===== src/rtl/regfile_writeback_arbiter.sv =====
// Writeback arbiter for one thread's register file. It round-robins the single write port
// between ALU and LSU results and keeps a busy scoreboard that the issue stage uses for hazard stalls.
module regfile_writeback_arbiter #(
  parameter int DATA_BITS = 8,
  parameter int NUM_REGS  = 16,
  parameter int RO_BASE   = 13
) (
  input  logic                        clk,
  input  logic                        reset,
  input  logic                        enable,
  input  logic                        alu_wb_valid,
  input  logic [$clog2(NUM_REGS)-1:0] alu_wb_rd,
  input  logic [DATA_BITS-1:0]        alu_wb_data,
  output logic                        alu_wb_ready,
  input  logic                        lsu_wb_valid,
  input  logic [$clog2(NUM_REGS)-1:0] lsu_wb_rd,
  input  logic [DATA_BITS-1:0]        lsu_wb_data,
  output logic                        lsu_wb_ready,
  input  logic                        issue_valid,
  input  logic [$clog2(NUM_REGS)-1:0] issue_rd,
  output logic [NUM_REGS-1:0]         busy_mask,
  output logic                        reg_write_enable,
  output logic [$clog2(NUM_REGS)-1:0] reg_write_address,
  output logic [DATA_BITS-1:0]        reg_write_data,
  output logic                        ro_write_error
);

  localparam int ADDR_BITS = $clog2(NUM_REGS);
  localparam logic [ADDR_BITS-1:0] RO_ADDR = ADDR_BITS'(RO_BASE);

  typedef enum logic {
    SRC_ALU = 1'b0,
    SRC_LSU = 1'b1
  } src_e;

  src_e                 last_grant_q, last_grant_d;
  logic                 we_q;
  logic [ADDR_BITS-1:0] addr_q;
  logic [DATA_BITS-1:0] data_q;
  logic                 ro_err_q;
  logic [NUM_REGS-1:0]  busy_q, busy_d;

  logic                 grant_alu, grant_lsu;
  logic                 xfer, xfer_ro, wr_ok;
  logic [ADDR_BITS-1:0] xfer_rd;
  logic [DATA_BITS-1:0] xfer_data;

  // NOTE: every signal assigned in always_comb gets a default first, so no path can infer a latch.
  always_comb begin
    grant_alu = 1'b0;
    grant_lsu = 1'b0;
    if (enable && !reset) begin
      if (alu_wb_valid && lsu_wb_valid) begin
        grant_lsu = (last_grant_q == SRC_ALU);
        grant_alu = (last_grant_q == SRC_LSU);
      end else begin
        grant_alu = alu_wb_valid;
        grant_lsu = lsu_wb_valid;
      end
    end
  end

  assign alu_wb_ready = grant_alu;
  assign lsu_wb_ready = grant_lsu;
  assign xfer         = grant_alu | grant_lsu;
  assign xfer_rd      = grant_lsu ? lsu_wb_rd   : alu_wb_rd;
  assign xfer_data    = grant_lsu ? lsu_wb_data : alu_wb_data;
  assign xfer_ro      = (xfer_rd >= RO_ADDR);
  assign wr_ok        = xfer && !xfer_ro;

  always_comb begin
    last_grant_d = last_grant_q;
    if (grant_lsu)      last_grant_d = SRC_LSU;
    else if (grant_alu) last_grant_d = SRC_ALU;
  end

  // The set is applied after the clear, so a same-cycle reissue keeps the newer write marked busy.
  always_comb begin
    busy_d = busy_q;
    if (wr_ok) busy_d[xfer_rd] = 1'b0;
    if (issue_valid && enable && (issue_rd < RO_ADDR)) busy_d[issue_rd] = 1'b1;
  end

  // NOTE: sequential state uses non-blocking assignments so all registers update from pre-edge values.
  always_ff @(posedge clk) begin
    if (reset) begin
      last_grant_q <= SRC_ALU;
      we_q         <= 1'b0;
      addr_q       <= '0;
      data_q       <= '0;
      ro_err_q     <= 1'b0;
      busy_q       <= '0;
    end else begin
      last_grant_q <= last_grant_d;
      we_q         <= wr_ok;
      if (wr_ok) begin
        addr_q <= xfer_rd;
        data_q <= xfer_data;
      end
      ro_err_q <= ro_err_q | (xfer && xfer_ro);
      busy_q   <= busy_d;
    end
  end

  // Reset masks a write that is already registered, so it never reaches the register file.
  assign reg_write_enable  = we_q & ~reset;
  assign reg_write_address = addr_q;
  assign reg_write_data    = data_q;
  assign ro_write_error    = ro_err_q;
  assign busy_mask         = busy_q;

endmodule


===== config.mk =====
export PLATFORM = sky130hd
export DESIGN_NAME = regfile_writeback_arbiter
export DESIGN_NICKNAME = d
export VERILOG_FILES = /design/src/rtl/regfile_writeback_arbiter.sv
export SDC_FILE = /design/constraint.sdc
export NUM_CORES = 1
export LEC_CHECK = 0
export ABC_CLOCK_PERIOD_IN_PS = 4500
export CAP_MARGIN = 20
export CORE_ASPECT_RATIO = 0.8
export CORE_UTILIZATION = 45
export CTS_CLUSTER_DIAMETER = 40
export DETAILED_ROUTE_END_ITERATION = 10
export GPL_TIMING_DRIVEN = 0
export PLACE_DENSITY = 0.92
export REMOVE_ABC_BUFFERS = 1
export SLEW_MARGIN = 20
export SYNTH_ARGS = -nofsm -noshare
export SYNTH_HDL_FRONTEND = slang
export SYNTH_SLANG_ARGS = --single-unit
export TNS_END_PERCENT = 1

===== constraint.sdc =====
create_clock -name clk -period 4.5 [get_ports clk]
set_input_delay 0.675 -clock clk [delete_from_list [all_inputs] [get_ports clk]]
set_output_delay 0.675 -clock clk [all_outputs]
set_load 0.01 [all_outputs]

==> flow_metrics.env <==
export IMPL_die_w_um=67.97
export IMPL_ctsResizeCount=0
export IMPL_synth_cells=196
export IMPL_vias_per_cell=5.593
export IMPL_synth_mux_area_share_pct=1.358
export IMPL_synth_top_cell_area_share_pct=39.62
export IMPL_max_slew_margin_pct=52.17
export IMPL_r2r_end="busy_mask[12]"
export IMPL_period_share_pct=77.34
export IMPL_worstMarginPinSlew_ns=0.7157
export IMPL_ys_flop_type="dfxtp_1"
export IMPL_cts_sinks=31
export IMPL_hold_class="reg -> reg"
export IMPL_drv_cap=0
export IMPL_layout_drive_gt1_share_pct=4.669
export IMPL_diodes=0
export IMPL_io_buffers=65
export IMPL_finalSetupTns_ns=0
export IMPL_drc=0
export IMPL_grt_pass1_vias=1517
export IMPL_postRouteWirelength_mm=4.458
export IMPL_layoutNonFillerInstCount=297
export IMPL_dp_cells=291
export IMPL_cp_endpoint="lsu_wb_ready"
export IMPL_wl_per_cell_um=15.01
export IMPL_ir_drop_mv=0.1894
export IMPL_grt_total_usage_pct=24.96
export IMPL_finalNetCount=292
export IMPL_gp_congestion=0.8642
export IMPL_io_pins=66
export IMPL_worstSkewPairLatency_ns=0.28
export IMPL_ys_seq_area_share_pct=39.62
export IMPL_dieArea_um2=3722
export IMPL_ff2ff_setup_slack_ns=2.61
export IMPL_drt_iter0_markers=88
export IMPL_holdPathStages=2
export IMPL_crit_arrival_ns=2.81
export IMPL_worst_setup_path_start_kind="input pin"
export IMPL_start_util_pct=48.98
export IMPL_hold_violations=0
export IMPL_path_clk_slew_ns=0.06
export IMPL_power_density_nw_per_um2=264.7
export IMPL_synth_compound_area_share_pct=25.72
export IMPL_path_class="in -> out"
export IMPL_cts_tree="built"
export IMPL_clock_path_buffers=2
export IMPL_rows=18
export IMPL_synthAdderAreaFrac_pct=0
export IMPL_vias=1661
export IMPL_hp_start="busy_mask[11]"
export IMPL_final_cell_mix="64 x clkdlybuf4s50_1, 31 x dfxtp_1, 29 x nand2_1"
export IMPL_synth_top_family_by_area="simple AND/OR/NAND/NOR gates"
export IMPL_overflow=0
export IMPL_antenna_found_initial=0
export IMPL_ys_async_sr_fraction_pct=0
export IMPL_cp_startpoint="lsu_wb_valid"
export IMPL_synthSimpleGateAreaFrac_pct=27.64
export IMPL_fin_skew_ns=0.003044
export IMPL_rsz0062_at_grt="no"
export IMPL_place_hpwl_mm=3.269
export IMPL_yosys_warnings=0
export IMPL_synth_ff_latch_count=31
export IMPL_area_growth_pct=45.29
export IMPL_status="completed"
export IMPL_p_leak_nw=0.8217
export IMPL_syn_mean_instance_area_um2=7.992
export IMPL_critical_path_endpoint_type="output port"
export IMPL_cts_hold_buf=0
export IMPL_synth_cell_type_count=44
export IMPL_crit_required_ns=3.83
export IMPL_period_needed_ns=3.480
export IMPL_r2r_start="last_grant_q"
export IMPL_layout_cells_most_common="clkdlybuf4s50_1"
export IMPL_finalMaxSlewViolations=0
export IMPL_syn_area_um2=1567
export IMPL_fin_hold_ws_ns=0.4703
export IMPL_synth_edff_count=0
export IMPL_post_cts_buffers=0
export IMPL_core_um2=3198
export IMPL_die_h_um=54.77
export IMPL_max_freq_ghz=0.2873
export IMPL_dr_pass1_iters=4
export IMPL_root_buffer="clkbuf_8"
export IMPL_synth_area_top_cells="dfxtp_1 40%, nand2_1 6.9%, a311oi_1 6.2%"
export IMPL_rr_worst_depth=6
export IMPL_antenna_left=0
export IMPL_power_mw=0.6025
export IMPL_finalSetupViolations=0
export IMPL_cts_buffers=5
export IMPL_grt_start_max_net_pins=36
export IMPL_worst_path_max_fanout=21
export IMPL_synth_top_area_cell="dfxtp_1"
export IMPL_htree_levels=2
export IMPL_synth_xor_area_share_pct=0
export IMPL_grt_pass1_wl_mm=6.706
[cells by family after synthesis]
logic type | count (synthesis)
DFF | 31
AOI/OAI and AO/OA | 59
and+or+nand+nor | 86
buffers and inverters | 18
muxes | 2
[power breakdown]
| part | switching (mW) | internal, mW |
|---|---|---|
| registers | 0.00528 | 0.285 |
| clock network | 0.0919 | 0.103 |
| logic | 0.0579 | 0.0600 |
[sequential cells by signal, summed over array words and instances (netlist names)]
name,count
reg_write_address,4
ro_write_error,1
busy_mask,16
reg_write_data,8
we_q,1
last_grant_q,1
[worst min path at each step]
stage,end
after detailed placement,busy_mask[13]
after global placement,busy_mask[14]
final,busy_mask[11]
after CTS,busy_mask[13]
after floorplan,reg_write_address[0]
after global routing,busy_mask[13]
[routing by layer]
metal,wire length (um),global-route usage [%],vias to the layer above
met5,0,0,-
met4,57,10.42,0
met3,293,5.417,6
met2,2038,42.16,60
met1,2069,30.75,766
li1,-,-,829
[cell usage after synthesis, types with 2 or more instances]
master / number
o211ai_1: 2
nand2b_1: 4
and2b_1: 5
o21a_1: 2
dfxtp_1: 31
inv_1: 7
buf_2: 2
a21oi_1: 12
a31oi_1: 2
or3_1: 3
clkbuf_1: 4
o31ai_1: 6
nor2b_1: 7
o21ai_0: 13
nand3_1: 5
nor2_1: 18
nand4b_1: 2
o2111ai_1: 2
nand2_1: 29
a311oi_1: 11
buf_6: 2
nor3_1: 2
nand4_1: 4
[final cells by class]
class	count	area [um2]
Multi-Input combinational cell	147	857.1
Sequential cell	31	620.6
Timing Repair Buffer	65	645.6
Tap cell	40	50.05
Fill cell	294	922.1
Inverter	8	30.03
Clock buffer	6	72.57
[worst max-delay path, cell delays in order]
cell and delay [ns]:
clkdlybuf4s50_1 0.57, and3b_1 0.41, nand2_4 0.19, inv_2 0.33
clkdlybuf4s50_1 0.62
[through the flow]
stage               instance area, um2  setup slack, ns  utilization [%]
detailed placement                2203            1.041            68.90
floorplan                         1508            2.402                -
global placement                  2208           0.3210            69.05
CTS                               2276            1.044            71.17
global route                      2276           0.9189            71.17
finish                            2276            1.020            71.17
(Power assumes the default switching activity.)
